## config.mk

```make
export PLATFORM = sky130hd
export DESIGN_NAME = rarp_rx_deframer
export DESIGN_NICKNAME = d
export VERILOG_FILES = /design/src/rtl/rarp_rx_deframer.sv
export SDC_FILE = /design/constraint.sdc
export NUM_CORES = 1
export LEC_CHECK = 0
export BUFFER_PORTS_ARGS = -buffer_cell sky130_fd_sc_hd__buf_2
export CAP_MARGIN = 30
export CORE_ASPECT_RATIO = 2
export CORE_UTILIZATION = 48
export DETAILED_ROUTE_END_ITERATION = 8
export GPL_TIMING_DRIVEN = 1
export PLACE_DENSITY = 0.86
export SYNTH_ARGS = -nofsm -noshare
export SYNTH_HDL_FRONTEND = slang
export SYNTH_SLANG_ARGS = --single-unit
```

## constraint.sdc

```tcl
create_clock -name clk -period 1.7 [get_ports clk]
set_input_delay 0.255 -clock clk [delete_from_list [all_inputs] [get_ports clk]]
set_output_delay 0.255 -clock clk [all_outputs]
set_load 0.01 [all_outputs]
```

## src/rtl/rarp_rx_deframer.sv

```systemverilog
// Reassembles the 7-word RARP stream into parallel ARP/RARP fields and hands one packet
// at a time to the responder over a valid/ready handshake, discarding packets that stall.
//   state     | meaning
//   S_IDLE    | waiting for W0 of a new packet
//   S_COLLECT | W1..W6 being gathered; stall timeout armed
//   S_HOLD    | complete packet presented, upstream held off
module rarp_rx_deframer #(
  parameter logic [7:0] EXP_HLEN    = 8'd6,
  parameter logic [7:0] EXP_PLEN    = 8'd4,
  parameter int         TIMEOUT_CYC = 16
) (
  input  logic        clk,
  input  logic        rst_n,
  input  logic [31:0] i_in_word,
  input  logic        i_in_valid,
  output logic        o_in_ready,
  output logic [15:0] o_hdr_type,
  output logic [15:0] o_proto_type,
  output logic [7:0]  o_hdr_addr_length,
  output logic [7:0]  o_pro_addr_length,
  output logic [15:0] o_operation,
  output logic [47:0] o_send_hdr_addr,
  output logic [31:0] o_send_ip_addr,
  output logic [47:0] o_target_hdr_addr,
  output logic [31:0] o_target_ip_addr,
  output logic        o_pkt_valid,
  input  logic        i_pkt_ready,
  output logic        o_pkt_err,
  output logic        o_timeout_pulse,
  output logic [15:0] o_pkt_count
);

  typedef enum logic [1:0] {S_IDLE, S_COLLECT, S_HOLD} state_t;

  localparam logic [15:0] TO_LAST = (TIMEOUT_CYC > 0) ? 16'(TIMEOUT_CYC - 1) : 16'd0;

  state_t      r_state;
  logic [2:0]  r_word_cnt;
  logic [15:0] r_idle_cnt;
  logic        r_pkt_valid;
  logic        r_pkt_err;
  logic        r_timeout_pulse;
  logic [15:0] r_pkt_count;
  logic [15:0] r_htype, r_ptype, r_oper;
  logic [7:0]  r_hlen, r_plen;
  logic [47:0] r_sha, r_tha;
  logic [31:0] r_spa, r_tpa;

  logic w_accept;
  logic w_to_hit;
  logic w_err;

  assign o_in_ready = (r_state != S_HOLD);
  assign w_accept   = i_in_valid && o_in_ready;
  assign w_to_hit   = (TIMEOUT_CYC != 0) && (r_idle_cnt == TO_LAST);
  // hlen/plen/oper were stored with W1, so they are settled when W6 arrives
  assign w_err      = ((r_oper != 16'd3) && (r_oper != 16'd4)) ||
                      (r_hlen != EXP_HLEN) || (r_plen != EXP_PLEN);

  always_ff @(posedge clk or negedge rst_n) begin
    if (!rst_n) begin
      r_state         <= S_IDLE;
      r_word_cnt      <= 3'd0;
      r_idle_cnt      <= 16'd0;
      r_pkt_valid     <= 1'b0;
      r_pkt_err       <= 1'b0;
      r_timeout_pulse <= 1'b0;
      r_pkt_count     <= 16'd0;
    end else begin
      r_timeout_pulse <= 1'b0;
      case (r_state)
        S_IDLE: begin
          r_idle_cnt <= 16'd0;
          if (w_accept) begin
            r_word_cnt <= 3'd1;
            r_state    <= S_COLLECT;
          end
        end
        S_COLLECT: begin
          if (w_accept) begin
            r_idle_cnt <= 16'd0;
            if (r_word_cnt == 3'd6) begin
              r_word_cnt  <= 3'd0;
              r_pkt_valid <= 1'b1;
              r_pkt_err   <= w_err;
              r_state     <= S_HOLD;
            end else begin
              r_word_cnt <= r_word_cnt + 3'd1;
            end
          end else if (w_to_hit) begin
            r_word_cnt      <= 3'd0;
            r_idle_cnt      <= 16'd0;
            r_timeout_pulse <= 1'b1;
            r_state         <= S_IDLE;
          end else begin
            r_idle_cnt <= r_idle_cnt + 16'd1;
          end
        end
        S_HOLD: begin
          if (i_pkt_ready) begin
            r_pkt_valid <= 1'b0;
            r_pkt_count <= r_pkt_count + 16'd1;
            r_state     <= S_IDLE;
          end
        end
        default: r_state <= S_IDLE;
      endcase
    end
  end

  always_ff @(posedge clk or negedge rst_n) begin
    if (!rst_n) begin
      r_htype <= 16'd0;
      r_ptype <= 16'd0;
      r_hlen  <= 8'd0;
      r_plen  <= 8'd0;
      r_oper  <= 16'd0;
      r_sha   <= 48'd0;
      r_spa   <= 32'd0;
      r_tha   <= 48'd0;
      r_tpa   <= 32'd0;
    end else if (w_accept) begin
      case (r_word_cnt)
        3'd0: {r_htype, r_ptype}             <= i_in_word;
        3'd1: {r_hlen, r_plen, r_oper}       <= i_in_word;
        3'd2: r_sha[47:16]                   <= i_in_word;
        3'd3: {r_sha[15:0], r_spa[31:16]}    <= i_in_word;
        3'd4: {r_spa[15:0], r_tha[47:32]}    <= i_in_word;
        3'd5: r_tha[31:0]                    <= i_in_word;
        3'd6: r_tpa                          <= i_in_word;
        default: ;
      endcase
    end
  end

  assign o_hdr_type        = r_htype;
  assign o_proto_type      = r_ptype;
  assign o_hdr_addr_length = r_hlen;
  assign o_pro_addr_length = r_plen;
  assign o_operation       = r_oper;
  assign o_send_hdr_addr   = r_sha;
  assign o_send_ip_addr    = r_spa;
  assign o_target_hdr_addr = r_tha;
  assign o_target_ip_addr  = r_tpa;
  assign o_pkt_valid       = r_pkt_valid;
  assign o_pkt_err         = r_pkt_err;
  assign o_timeout_pulse   = r_timeout_pulse;
  assign o_pkt_count       = r_pkt_count;

endmodule

```

=== After elaboration in Yosys (flattened, before gate mapping) ===
Cells that the tools add are included.

* Output and inout bits: 244
* Flip-flop bits (word level): 264

* Reduce and logical (&&, ||, !) cells: 20
* Multiplexer cells: 21
* Equality and inequality tests: 20
* Add/subtract/negate cells: 3

{| class="wikitable"
|+ Operator list
! kind !! count
|-
| adder 16 x 1 -> 16 bit (second input constant) || 2
|-
| 2-to-1 mux 16 bit || 2
|-
| one-hot mux 16 bit (2 select lines) || 1
|-
| == test 16 x 4 -> 1 bit (second input constant) || 1
|-
| != test 16 x 2 -> 1 bit (second input constant) || 1
|-
| != test 16 x 3 -> 1 bit (second input constant) || 1
|-
| != test 8 x 3 -> 1 bit (second input constant) || 2
|-
| AND reduction 2 bit || 8
|-
| 2-to-1 mux 3 bit || 4
|-
| 2-to-1 mux 2 bit || 5
|-
| != test 2 bit (second input constant) || 5
|-
| == test 3 bit (second input constant) || 3
|-
| AND reduction 4 bit || 2
|-
| == test 3 x 2 -> 1 bit (second input constant) || 2
|-
| 2-to-1 mux 1 bit || 6
|-
| != test 3 bit (second input constant) || 2
|-
| one-hot mux 2 bit (3 select lines) || 1
|-
| one-hot mux 3 bit (2 select lines) || 1
|-
| AND reduction 3 bit || 2
|-
| nonzero test 2 bit || 2
|-
| adder 3 x 1 -> 3 bit (second input constant) || 1
|-
| == test 3 x 1 -> 1 bit (second input constant) || 1
|-
| zero test 3 bit || 1
|-
| == test 2 x 1 -> 1 bit (second input constant) || 1
|-
| other kinds (5) || 7
|}

=== Depth between registers and ports, before layout ===
* Word-level depth: 4
* Gate-level depth with buffers: 7
* Depth with buffers taken out: 5

=== Least setup slack after synthesis ===
OpenSTA, ideal clock, no wires.

* Path kind: reg2reg
* Start: reg r_idle_cnt[0]
* End: reg r_word_cnt[1]
* Buffers on the path: 2
* Period minus slack after synthesis: 1,797 ps
* Setup time: 124 ps
* Stages on the path, launching flop included: 8
* Slack: -97 ps
* Arrival time: 1,673 ps
* Cell sequence: dfrtp_1 ha_1 and3_1 clkbuf_1 a41oi_4 buf_4 o31ai_1 nand2_1

* Cells in the longest elaborated chain, start to end: 3

{| class="wikitable"
|+ Ends and longest elaborated chain
! what !! line !! RTL
|-
| from (decl) || 39 || <nowiki>logic [15:0] r_idle_cnt;</nowiki>
|-
| from (signal assigned) || 96 || <nowiki>r_idle_cnt <= r_idle_cnt + 16'd1;</nowiki>
|-
| == test 16 x 4 -> 1 bit || 55 || <nowiki>assign w_to_hit = (TIMEOUT_CYC != 0) && (r_idle_cnt == TO_LAST);</nowiki>
|-
| != test 3 bit (no line) || - ||
|-
| AND reduction 3 bit (no line) || - ||
|-
| to (signal assigned) || 88 || <nowiki>r_word_cnt <= r_word_cnt + 3'd1;</nowiki>
|-
| to (decl) || 38 || <nowiki>logic [2:0] r_word_cnt;</nowiki>
|}

Every way passes these cells.
A chain may end at the register's enable or synchronous reset.

=== Worst setup path in the final report ===
* Start: reg r_state[1]
* End: reg r_htype[11], in the netlist o_hdr_type[11]

* Cells in the longest elaborated chain, start to end: 3

{| class="wikitable"
|+ Ends and longest elaborated chain
! what !! line !! RTL
|-
| from (decl) || 37 || <nowiki>state_t r_state;</nowiki>
|-
| from (signal assigned) || 62 || <nowiki>r_state <= S_IDLE;</nowiki>
|-
| from (signal assigned) || 76 || <nowiki>r_state <= S_COLLECT;</nowiki>
|-
| from (signal assigned) || 86 || <nowiki>r_state <= S_HOLD;</nowiki>
|-
| != test 2 bit || 53 || <nowiki>assign o_in_ready = (r_state != S_HOLD);</nowiki>
|-
| logical AND 1 bit || 54 || <nowiki>assign w_accept = i_in_valid && o_in_ready;</nowiki>
|-
| AND reduction 2 bit (no line) || - ||
|-
| to (signal assigned) || 124 || <nowiki>3'd0: {r_htype, r_ptype} <= i_in_word;</nowiki>
|-
| to (decl) || 44 || <nowiki>logic [15:0] r_htype, r_ptype, r_oper;</nowiki>
|}

Every way passes these cells.

==> flow_summary.toml <==
[run_status]
status = "finished, violations left"
failed_checks = "setup timing"

[run]
drv_cap = 0

[grt]
grt_antenna_before_repair = 0
track_usage_pct = 29.0
grt_overflow = 0
grt_pass1_wl_mm = 48.6
grt_max_degree = 56
grt_pass1_vias = 8137

[sta]
slew_headroom_pct = 68.7
report.final.slew_viol_count = 0
worstMarginPinSlew_ns = 0.469
setup_ws_ns = -0.171
fin_crit_ns = 1.87
rsz0062_at_grt = "true"
finClkSkew_ns = 0.00645
timing.hold.ws_ns = 0.0797
setup_viol = 227
fin_setup_tns_ns = -18.63
period_share_pct = 110
hold_violations = 0
fmaxAchievable_mhz = 534

[cts]
htree_num_levels = 1
cts_made_buffers = 23
clockBufferDepth = 3
cts_tree = "yes"
cts.sinks = 264
path_clk_slew_ns = 0.07
clock_latency_ns = 0.51
root_buffer = "clkbuf_16"

[detailed_routing]
wl_mm = 34.0
drt_pass1_iterations = 5
detail-route-antenna-nets = 0
routed-via-count = 7725
route.detailed.drc = 0
post_drt_via_cell_ratio = 5.70
drtIter0Drc = 455
wl_per_cell_um = 25.1

[finish]
final_nets = 1105
area_growth_pct = 43.1
drive_above_1_share_pct = 62.1
final_cell_mix = "277 x buf_2, 264 x dfrtp_1, 183 x mux2_4"
layout.cells.non_filler = 1355
n_fill_cell = 1368
antenna_cells = 0
final_common_cell = "buf_2"

[die]
num_rows = 76
chipWidth_um = 107
core-area_um2 = 21600
num_io_pins = 280
die_h_um = 212
start_util_pct = 48.9
die_area_um2 = 22600

[synth]
synth-simple-area-share_pct = 5.73
synth_mux_area_share_pct = 25.3
synth_cell_types = 49
ys_ff_latch = 264
synth_top_family_by_area = "multiplexers"
synth-seq-area-share_pct = 62.6
synthFlopType = "dfrtp_1"
synthXorXnorAreaFrac_pct = 1.33
synth_edf_count = 0
synth_area_um2 = 10500
syn_avg_cell_area_um2 = 15.1
synthAdderAreaFrac_pct = 0.356
yosysWarningCount = 0
synth_nets = 736
synth-compound-area-share_pct = 2.61
ys_async_sr_fraction_pct = 100
netlist_instances = 697

[placement]
globalplace.congestion = 0.906
dp_cells = 1271
io_buffers = 279
place_hpwl_mm = 20.8

[critical_path]
cp_slowest_cell = "or4_4"
cp_top_family = "simple AND/OR/NAND/NOR gates"
critPathMaxFanout = 6
start_kind = "flip-flop"
cp_num_cells = 6
rr_startpoint = "r_state[1]$_DFFE_PN0P_"
crit_path_end = "o_hdr_type[11]$_DFFE_PN0P_"
critical_path_arrival_ns = 2.27
critPathLaunch = "r_state[1]$_DFFE_PN0P_"
reg2reg_slack_ns = -0.17
worst_path_most_repeated_cell = "buf_12"
worst-path-buf-inv = 2
reg2reg_depth = 6
reg2reg_to = "o_hdr_type[11]$_DFFE_PN0P_"
end_kind = "flip-flop"
worstSetupPathType = "flip-flop to flip-flop"
worstPathRequired_ns = 2.10
crit_chain = "or2b_4 -> nand2_2 -> or4_4 -> buf_12 -> buf_12 -> mux2_4"
cpPeakStageDelay_ns = 0.46

[power]
vdd_drop_max_mv = 1.17
leakage_nw = 7.53
power_density_nw_per_um2 = 1820
total_power_mw = 27.4

[min_path]
hp-class = "primary input to flip-flop"
## per-stage QoR
step	setup slack [ns]	cell area, µm²	util (%)
3_5_place_dp	-0.227	12700	58.9
3_3_place_gp	-0.194	12700	58.9
6_report	-0.171	15100	69.9
2_1_floorplan	-0.0765	10600	-
4_1_cts	-0.126	14600	67.5
5_1_grt	-0.233	15100	69.9
## repair_timing
item | CTS | global route
resized for setup | 139 | 110
setup endpoints to repair | 239 | 251
endpoints found under the hold margin | 42 | 0
pin swaps | 6 | 11
hold buffers | 2 | 0
buffers inserted | 23 | 5
cloned | 14 | 6
## layer usage
metal  global-route usage, %  routed length, µm
met1                    31.4              11800
met5                       0                  0
met2                    52.9              18400
met3                    4.22               1810
met4                    16.8               1990
## area by class of cell
cell class	instances	area, µm²	area share (%)
inverter	7	26.3	0.174
timing repair buffer	375	2840	18.8
clock buffer	32	659	4.37
multi-input combinational	395	4500	29.8
tap	273	342	2.26
sequential	264	6610	43.8
clock inverter	9	123	0.812
## cells in the mapped netlist (all sizes together) (4+ instances only)
library cell	n	area share, %
nor2	19	0.68
a21oi	9	0.43
nand2	19	0.70
nor3	8	0.47
nor4	14	0.89
o21ai	8	0.38
xor2	9	0.75
nand3	13	0.62
a31oi	8	0.47
dfrtp	264	63
nand4	14	0.83
and3	4	0.24
mux2	226	25
buf	26	1.6
nand2b	4	0.24
clkbuf	5	0.18
xnor2	7	0.58
inv	6	0.21
## state kept, by name (all words and copies together) (netlist names), 2 cells and up
signal             flops
o_operation           16
o_target_ip_addr      32
o_pro_addr_length      8
r_word_cnt             3
r_state                2
o_hdr_addr_length      8
o_target_hdr_addr     48
o_hdr_type            16
o_pkt_count           16
o_proto_type          16
r_idle_cnt            16
o_send_ip_addr        32
o_send_hdr_addr       48
## how the worst min path moves through the flow
stage / slack, ns / cells past startpoint / start / end
detailed placement: 0.18 / 1 / rst_n / o_target_ip_addr[17]$_DFFE_PN0N_
floorplan: -0.04 / 0 / rst_n / o_hdr_addr_length[0]$_DFFE_PN0P_
finish: 0.08 / 2 / i_in_word[1] / o_target_hdr_addr[33]$_DFFE_PN0P_
global route: 0.08 / 2 / i_in_word[28] / o_target_ip_addr[28]$_DFFE_PN0N_
global placement: 0.19 / 1 / rst_n / o_hdr_type[3]$_DFFE_PN0P_
CTS: 0.06 / 2 / i_in_word[1] / o_target_hdr_addr[33]$_DFFE_PN0P_
## power by group
group	total [mW]	switching, mW	internal, mW
Combinational	11.3	4.99	6.30
Sequential	10.7	1.70	8.95
Clock	5.47	2.31	3.17
## kinds of logic (layout without fill, tap and decap cells)
family	Yosys count	in the layout
compound gates	40	40
buf+inv	38	423
simple gates	109	109
flops	264	264
mux	227	227
xor+xnor	16	16
fa+ha+maj	3	3
No activity file was read; power rests on OpenSTA's default activity.
